File: config.mk
export PLATFORM = sky130hd
export DESIGN_NAME = async_fifo_rd_stage
export DESIGN_NICKNAME = d
export VERILOG_FILES = /design/src/rtl/async_fifo_pkg.sv /design/src/rtl/rd_elastic_buf.sv /design/src/rtl/async_fifo_rd_stage.sv
export SDC_FILE = /design/constraint.sdc
export NUM_CORES = 1
export LEC_CHECK = 0
export CORE_ASPECT_RATIO = 2
export CORE_UTILIZATION = 52
export CTS_BUF_LIST = sky130_fd_sc_hd__clkbuf_8
export CTS_CLUSTER_SIZE = 12
export DETAILED_ROUTE_END_ITERATION = 8
export GPL_ROUTABILITY_DRIVEN = 0
export PLACE_DENSITY_LB_ADDON = 0.12
export SLEW_MARGIN = 20
export SYNTH_ARGS = -nofsm -noshare
export SYNTH_HDL_FRONTEND = slang
export SYNTH_SLANG_ARGS = --single-unit
File: constraint.sdc
create_clock -name rclk -period 2.4 [get_ports rclk]
set_input_delay 0.36 -clock rclk [delete_from_list [all_inputs] [get_ports rclk]]
set_output_delay 0.36 -clock rclk [all_outputs]
set_load 0.05 [all_outputs]
File: src/rtl/async_fifo_pkg.sv
// Shared types and constants for the async FIFO read-side stage.
package async_fifo_pkg;

    typedef enum logic {
        RUN   = 1'b0,
        DRAIN = 1'b1
    } rd_state_t;

    localparam int RD_BUF_DEPTH = 3;
    localparam int FIFO_DWIDTH  = 8;

    // Pointers walk 0,1,2 and never take the value 3.
    function automatic logic [1:0] ptr_inc(input logic [1:0] ptr);
        return (ptr == 2'd2) ? 2'd0 : ptr + 2'd1;
    endfunction

endpackage

File: src/rtl/rd_elastic_buf.sv
// Three-entry circular buffer: write at tail, read at head, clear drops everything.
module rd_elastic_buf
    import async_fifo_pkg::*;
#(
    parameter int DWIDTH = FIFO_DWIDTH
) (
    input  logic              clk,
    input  logic              reset_L,
    input  logic              clear,
    input  logic              wr_en,
    input  logic [DWIDTH-1:0] wr_data,
    input  logic              rd_en,
    output logic [DWIDTH-1:0] head_data,
    output logic [1:0]        count
);

    logic [DWIDTH-1:0] mem_q [RD_BUF_DEPTH];
    logic [DWIDTH-1:0] mem_d [RD_BUF_DEPTH];
    logic [1:0]        head_q, head_d;
    logic [1:0]        tail_q, tail_d;
    logic [1:0]        count_q, count_d;

    always_comb begin
        mem_d   = mem_q;
        head_d  = head_q;
        tail_d  = tail_q;
        count_d = count_q;
        if (clear) begin
            head_d  = 2'd0;
            tail_d  = 2'd0;
            count_d = 2'd0;
        end else begin
            if (wr_en) begin
                mem_d[tail_q] = wr_data;
                tail_d        = ptr_inc(tail_q);
            end
            if (rd_en) begin
                head_d = ptr_inc(head_q);
            end
            case ({wr_en, rd_en})
                2'b10:   count_d = count_q + 2'd1;
                2'b01:   count_d = count_q - 2'd1;
                default: count_d = count_q;
            endcase
        end
    end

    always_ff @(posedge clk) begin
        if (!reset_L) begin
            for (int i = 0; i < RD_BUF_DEPTH; i++) begin
                mem_q[i] <= '0;
            end
            head_q  <= 2'd0;
            tail_q  <= 2'd0;
            count_q <= 2'd0;
        end else begin
            mem_q   <= mem_d;
            head_q  <= head_d;
            tail_q  <= tail_d;
            count_q <= count_d;
        end
    end

    assign head_data = mem_q[head_q];
    assign count     = count_q;

endmodule

File: src/rtl/async_fifo_rd_stage.sv
// Read-side consumer for async_fifo_top: pops the FIFO on credit, feeds a
// first-word-fall-through stream, and can drain the FIFO on flush.
//
//   state | meaning
//   RUN   | normal streaming; pops limited by buffer credit
//   DRAIN | pop and discard everything until flush drops and FIFO is empty
module async_fifo_rd_stage
    import async_fifo_pkg::*;
#(
    parameter int DWIDTH = FIFO_DWIDTH,
    parameter int CNTW   = 16
) (
    input  logic              rclk,
    input  logic              reset_L,
    input  logic              fifo_empty,
    input  logic [DWIDTH-1:0] fifo_rdata,
    output logic              fifo_pop,
    output logic              out_valid,
    output logic [DWIDTH-1:0] out_data,
    input  logic              out_ready,
    input  logic              flush,
    output logic              flush_done,
    output logic [1:0]        buf_count,
    output logic [CNTW-1:0]   deliv_count,
    output logic [CNTW-1:0]   drain_count
);

    localparam logic [2:0] DEPTH3 = 3'(RD_BUF_DEPTH);

    rd_state_t         state_q, state_d;
    logic              inflight_q, inflight_d;
    logic              flush_done_q, flush_done_d;
    logic [CNTW-1:0]   deliv_q, deliv_d;
    logic [CNTW-1:0]   drain_q, drain_d;

    logic [1:0]        count;
    logic [DWIDTH-1:0] head_data;
    logic              in_run;
    logic              credit_ok;
    logic              xfer;
    logic              buf_wr;
    logic              buf_clear;
    logic              discard;

    rd_elastic_buf #(
        .DWIDTH (DWIDTH)
    ) u_buf (
        .clk       (rclk),
        .reset_L   (reset_L),
        .clear     (buf_clear),
        .wr_en     (buf_wr),
        .wr_data   (fifo_rdata),
        .rd_en     (xfer),
        .head_data (head_data),
        .count     (count)
    );

    always_comb begin
        state_d      = state_q;
        flush_done_d = 1'b0;
        fifo_pop     = 1'b0;

        in_run    = (state_q == RUN);
        // Credit uses registered count/inflight only, so out_ready never reaches fifo_pop.
        credit_ok = (({1'b0, count} + {2'b00, inflight_q}) < DEPTH3);
        out_valid = in_run && (count != 2'd0);
        xfer      = out_valid && out_ready;
        buf_clear = in_run && flush;
        buf_wr    = in_run && !flush && inflight_q;
        // A word returning on the flush edge belongs to the drain, not the buffer.
        discard   = inflight_q && (!in_run || flush);

        case (state_q)
            RUN: begin
                fifo_pop = reset_L && !fifo_empty && !flush && credit_ok;
                if (flush) begin
                    state_d = DRAIN;
                end
            end
            DRAIN: begin
                fifo_pop = reset_L && !fifo_empty;
                if (!flush && fifo_empty && !inflight_q) begin
                    state_d      = RUN;
                    flush_done_d = 1'b1;
                end
            end
            default: begin
                state_d = RUN;
            end
        endcase

        inflight_d = fifo_pop;
        deliv_d    = deliv_q + CNTW'(xfer);
        drain_d    = drain_q + CNTW'(discard);
    end

    always_ff @(posedge rclk) begin
        if (!reset_L) begin
            state_q      <= RUN;
            inflight_q   <= 1'b0;
            flush_done_q <= 1'b0;
            deliv_q      <= '0;
            drain_q      <= '0;
        end else begin
            state_q      <= state_d;
            inflight_q   <= inflight_d;
            flush_done_q <= flush_done_d;
            deliv_q      <= deliv_d;
            drain_q      <= drain_d;
        end
    end

    assign out_data    = head_data;
    assign buf_count   = count;
    assign flush_done  = flush_done_q;
    assign deliv_count = deliv_q;
    assign drain_count = drain_q;

endmodule

==> metrics.txt <==
# TYPE chip_impl_metric gauge
chip_impl_metric{name="grt_pass1_vias",unit=""} 2327
chip_impl_metric{name="drt_drc_violations_left",unit=""} 0
chip_impl_info{name="synthFlopType",value="sky130_fd_sc_hd__dfxtp_1"} 1
chip_impl_metric{name="worst_slew_pin_slew",unit="ns"} 0.529
chip_impl_metric{name="slew_violations",unit=""} 0
chip_impl_metric{name="io_pins",unit=""} 58
chip_impl_metric{name="number_of_flip_flops_and_latches_in_the_synthesized_netlist",unit=""} 65
chip_impl_metric{name="core.rowCount",unit=""} 37
chip_impl_metric{name="layout-drive-gt1-share",unit="%"} 11.5
chip_impl_metric{name="cts.path.max_buffers",unit=""} 2
chip_impl_metric{name="fp.dieArea",unit="mm2"} 0.00580
chip_impl_metric{name="cts_buffers",unit=""} 9
chip_impl_metric{name="critPathMaxFanout",unit=""} 9
chip_impl_metric{name="route.antenna.remaining_nets",unit=""} 0
chip_impl_metric{name="overflow",unit=""} 0
chip_impl_metric{name="final-hold-violation-count",unit=""} 0
chip_impl_metric{name="final_instance_count_without_filler_cells",unit=""} 442
chip_impl_metric{name="grt_util_all_layers",unit="%"} 25.3
chip_impl_metric{name="clock_insertion_delay_worst_skew",unit="ns"} 0.33
chip_impl_metric{name="worst_clock_skew",unit="ns"} 0.00302
chip_impl_info{name="cts_tree",value="done"} 1
chip_impl_metric{name="num_antenna_cells",unit=""} 0
chip_impl_info{name="worstSetupPathType",value="flop to primary output"} 1
chip_impl_info{name="min-delay-start",value="u_buf.tail_q[1]"} 1
chip_impl_metric{name="chipHeight",unit="um"} 107
chip_impl_metric{name="postRouteWirelength",unit="mm"} 6.46
chip_impl_metric{name="ys_seq_area_share",unit="%"} 45.7
chip_impl_metric{name="number_of_nets_in_the_final_layout",unit=""} 401
chip_impl_metric{name="synthesis.nets",unit=""} 331
chip_impl_metric{name="netlist-cell-type-count",unit=""} 43
chip_impl_metric{name="r2r.worst_path.cells",unit=""} 7
chip_impl_info{name="grt_setup_unrepaired",value="false"} 1
chip_impl_metric{name="power_leakage",unit="nW"} 1.48
chip_impl_metric{name="placement.io_buffers",unit=""} 57
chip_impl_metric{name="drt-initial-drc-count",unit=""} 52
chip_impl_metric{name="floorplan.initialDensity",unit="%"} 54.9
chip_impl_metric{name="die_w",unit="um"} 54.3
chip_impl_metric{name="post_cts_hold_buffer_count",unit=""} 0
chip_impl_metric{name="synthesis.yosys.warnings",unit=""} 0
chip_impl_metric{name="share_of_the_synthesized_area_in_the_top_cell_type",unit="%"} 45.7
chip_impl_info{name="clock_tree.root_cell",value="sky130_fd_sc_hd__clkbuf_8"} 1
chip_impl_metric{name="time_the_worst_path_needs_with_i_o_delays_and_setup",unit="ns"} 2.24
chip_impl_metric{name="fp.coreArea",unit="mm2"} 0.00518
chip_impl_info{name="worstSetupEndpointType",value="primary output"} 1
chip_impl_metric{name="cts.htree.levels",unit=""} 3
chip_impl_metric{name="post_drt_via_cell_ratio",unit=""} 5.50
chip_impl_metric{name="vias",unit=""} 2433
chip_impl_metric{name="clk_pin_slew",unit="ns"} 0.06
chip_impl_metric{name="cts-resized-gates",unit=""} 0
chip_impl_info{name="timing.hold.worst_endpoint",value="u_buf.tail_q[1]"} 1
chip_impl_metric{name="r2r_setup_slack",unit="ns"} 0.47
chip_impl_metric{name="syn-cell-area",unit="mm2"} 0.00285
chip_impl_metric{name="largest_net_degree_at_the_start_of_global_routing",unit=""} 27
chip_impl_info{name="synth_top_cell_by_area",value="sky130_fd_sc_hd__dfxtp_1"} 1
chip_impl_metric{name="clkSinkCount",unit=""} 65
chip_impl_metric{name="dp_cell_count",unit=""} 429
chip_impl_metric{name="fin_tns_setup",unit="ns"} 0
chip_impl_metric{name="timing.critical_path.required",unit="ns"} 2.04
chip_impl_metric{name="synth_async_sr_flop_share",unit="%"} 0
chip_impl_info{name="cp-start-kind",value="flop"} 1
chip_impl_info{name="timing.rr.end",value="deliv_count[14]"} 1
chip_impl_metric{name="stdcell_area",unit="mm2"} 0.00372
chip_impl_metric{name="detailed_place_hpwl",unit="mm"} 4.75
chip_impl_metric{name="hold_slack",unit="ns"} 0.484
chip_impl_metric{name="slew_headroom",unit="%"} 64.6
chip_impl_metric{name="timing.final.setup_violations",unit=""} 0
chip_impl_metric{name="cts_setup_buffers",unit=""} 0
chip_impl_metric{name="synthesis.area_per_instance",unit="um2"} 9.13
chip_impl_info{name="ys_top_cells_by_area",value="sky130_fd_sc_hd__dfxtp_1 (46%), sky130_fd_sc_hd__mux2i_1 (11%), sky130_fd_sc_hd__nor2_1 (6.3%), sky130_fd_sc_hd__xnor2_1 (3.7%), sky130_fd_sc_hd__xor2_1 (2.8%)"} 1
chip_impl_info{name="worst_r2r_startpoint",value="state_q"} 1
chip_impl_metric{name="drt-pass1-iter-count",unit=""} 4
chip_impl_metric{name="fin_crit_sh",unit="%"} 93.4
chip_impl_metric{name="max_freq",unit="MHz"} 446
chip_impl_metric{name="cellPowerDensity",unit="mW/mm2"} 527
chip_impl_metric{name="grt_antenna_before_repair",unit=""} 0
chip_impl_metric{name="drt-wirelength-per-cell",unit="um"} 14.6
chip_impl_metric{name="synthCells",unit=""} 312
chip_impl_metric{name="critical_path_arrival",unit="ns"} 1.88
chip_impl_metric{name="count_of_flip_flops_with_a_built_in_enable_after_synthesis",unit=""} 0
chip_impl_metric{name="max-cap-violations",unit=""} 0
chip_impl_metric{name="wire_length_of_the_first_global_routing_pass",unit="mm"} 10.4
chip_impl_metric{name="area_overhead_of_the_layout_relative_to_synthesis",unit="%"} 30.6
chip_impl_metric{name="irDropWorstVdd",unit="mV"} 0.554
chip_impl_metric{name="detailed_place.area",unit="mm2"} 0.00357
chip_impl_metric{name="worstHoldPathCells",unit=""} 2
chip_impl_info{name="worstHoldPathType",value="flop to flop"} 1
chip_impl_info{name="status",value="finished clean"} 1
## cells in the mapped netlist (2+ instances only)
cell	number
sky130_fd_sc_hd__a21oi_1	13
sky130_fd_sc_hd__and2_1	5
sky130_fd_sc_hd__and3_1	4
sky130_fd_sc_hd__and4_1	3
sky130_fd_sc_hd__buf_2	3
sky130_fd_sc_hd__clkbuf_1	8
sky130_fd_sc_hd__dfxtp_1	65
sky130_fd_sc_hd__ha_1	6
sky130_fd_sc_hd__inv_1	5
sky130_fd_sc_hd__mux2i_1	32
sky130_fd_sc_hd__nand2_1	20
sky130_fd_sc_hd__nand2b_1	3
sky130_fd_sc_hd__nand3_1	15
sky130_fd_sc_hd__nand3b_1	3
sky130_fd_sc_hd__nand4_1	5
sky130_fd_sc_hd__nand4_2	2
sky130_fd_sc_hd__nor2_1	48
sky130_fd_sc_hd__nor3_1	8
sky130_fd_sc_hd__nor4_1	3
sky130_fd_sc_hd__o211ai_1	2
sky130_fd_sc_hd__o21a_1	2
sky130_fd_sc_hd__o21ai_0	10
sky130_fd_sc_hd__o31ai_1	3
sky130_fd_sc_hd__or3_1	5
sky130_fd_sc_hd__or4_1	2
sky130_fd_sc_hd__xnor2_1	12
sky130_fd_sc_hd__xor2_1	9
## per-layer routing
layer | vias up | track usage [%] | wire [um]
met5 | - | 0 | 0
met4 | 0 | 11.5 | 109
met3 | 6 | 9.79 | 324
met2 | 44 | 44.9 | 3530
met1 | 1152 | 23.5 | 2500
li1 | 1231 | - | -
## metrics by stage
stage	utilization [%]	total power, mW	setup slack, ns
2_1_floorplan	-	1.18	0.0581
3_3_place_gp	68.8	1.24	0.143
3_5_place_dp	68.8	1.24	0.108
4_1_cts	71.7	2.00	0.131
5_1_grt	71.7	2.05	0.103
6_report	71.7	1.96	0.160
## cell type report
class | count | area, um2
Multi-Input combinational cell | 228 | 1470
Fill cell | 438 | 1470
Sequential cell | 65 | 1300
Timing Repair Buffer | 72 | 698
Clock buffer | 10 | 138
Tap cell | 58 | 72.6
Inverter | 6 | 22.5
Clock inverter | 3 | 12.5
## worst max-delay path by stage
stage | startpoint | endpoint
global placement | flush | drain_count[15]
floorplan | u_buf.head_q[1] | out_data[1]
CTS | state_q | out_valid
global route | state_q | out_valid
finish | state_q | out_valid
detailed placement | flush | drain_count[15]
## power breakdown
group	internal (mW)	leakage, nW	switching (mW)
registers	1.09	0.525	0.00769
logic	0.0528	0.866	0.0711
clock network	0.376	0.0865	0.367
total	1.52	1.48	0.446
## critical path, stage by stage, from the launching register on
cell                              delay, ns
sky130_fd_sc_hd__dfxtp_1               0.38
sky130_fd_sc_hd__o21ba_2               0.34
sky130_fd_sc_hd__clkdlybuf4s50_1       0.83
## cell families after synthesis
logic type	after synthesis	share of synthesized area [%]
AO/OA/AOI/OAI	36	7.60
XOR/XNOR	21	6.46
adder cells (fa/ha/maj)	6	2.63
buffers and inverters	19	2.77
flip-flops	65	45.7
multiplexers	32	11.2
AND/OR/NAND/NOR	133	23.6
## cells in the final DEF, fill, tap and decap left out, types with 10 or more instances in the layout
cell and count:
sky130_fd_sc_hd__a21oi_1 13, sky130_fd_sc_hd__buf_4 21, sky130_fd_sc_hd__clkbuf_8 10, sky130_fd_sc_hd__clkdlybuf4s50_1 48, sky130_fd_sc_hd__dfxtp_1 64, sky130_fd_sc_hd__mux2i_1 32
sky130_fd_sc_hd__nand2_1 20, sky130_fd_sc_hd__nand3_1 15, sky130_fd_sc_hd__nor2_1 48, sky130_fd_sc_hd__o21ai_0 10, sky130_fd_sc_hd__xnor2_1 12
## flip-flops by register name, summed over array words and instances, names as in the netlist
register,cells
inflight_q,1
deliv_count,16
u_buf.mem_q,24
u_buf.tail_q,2
u_buf.head_q,2
flush_done,1
state_q,1
u_buf.count,2
drain_count,16
(Power assumes the default switching activity.)
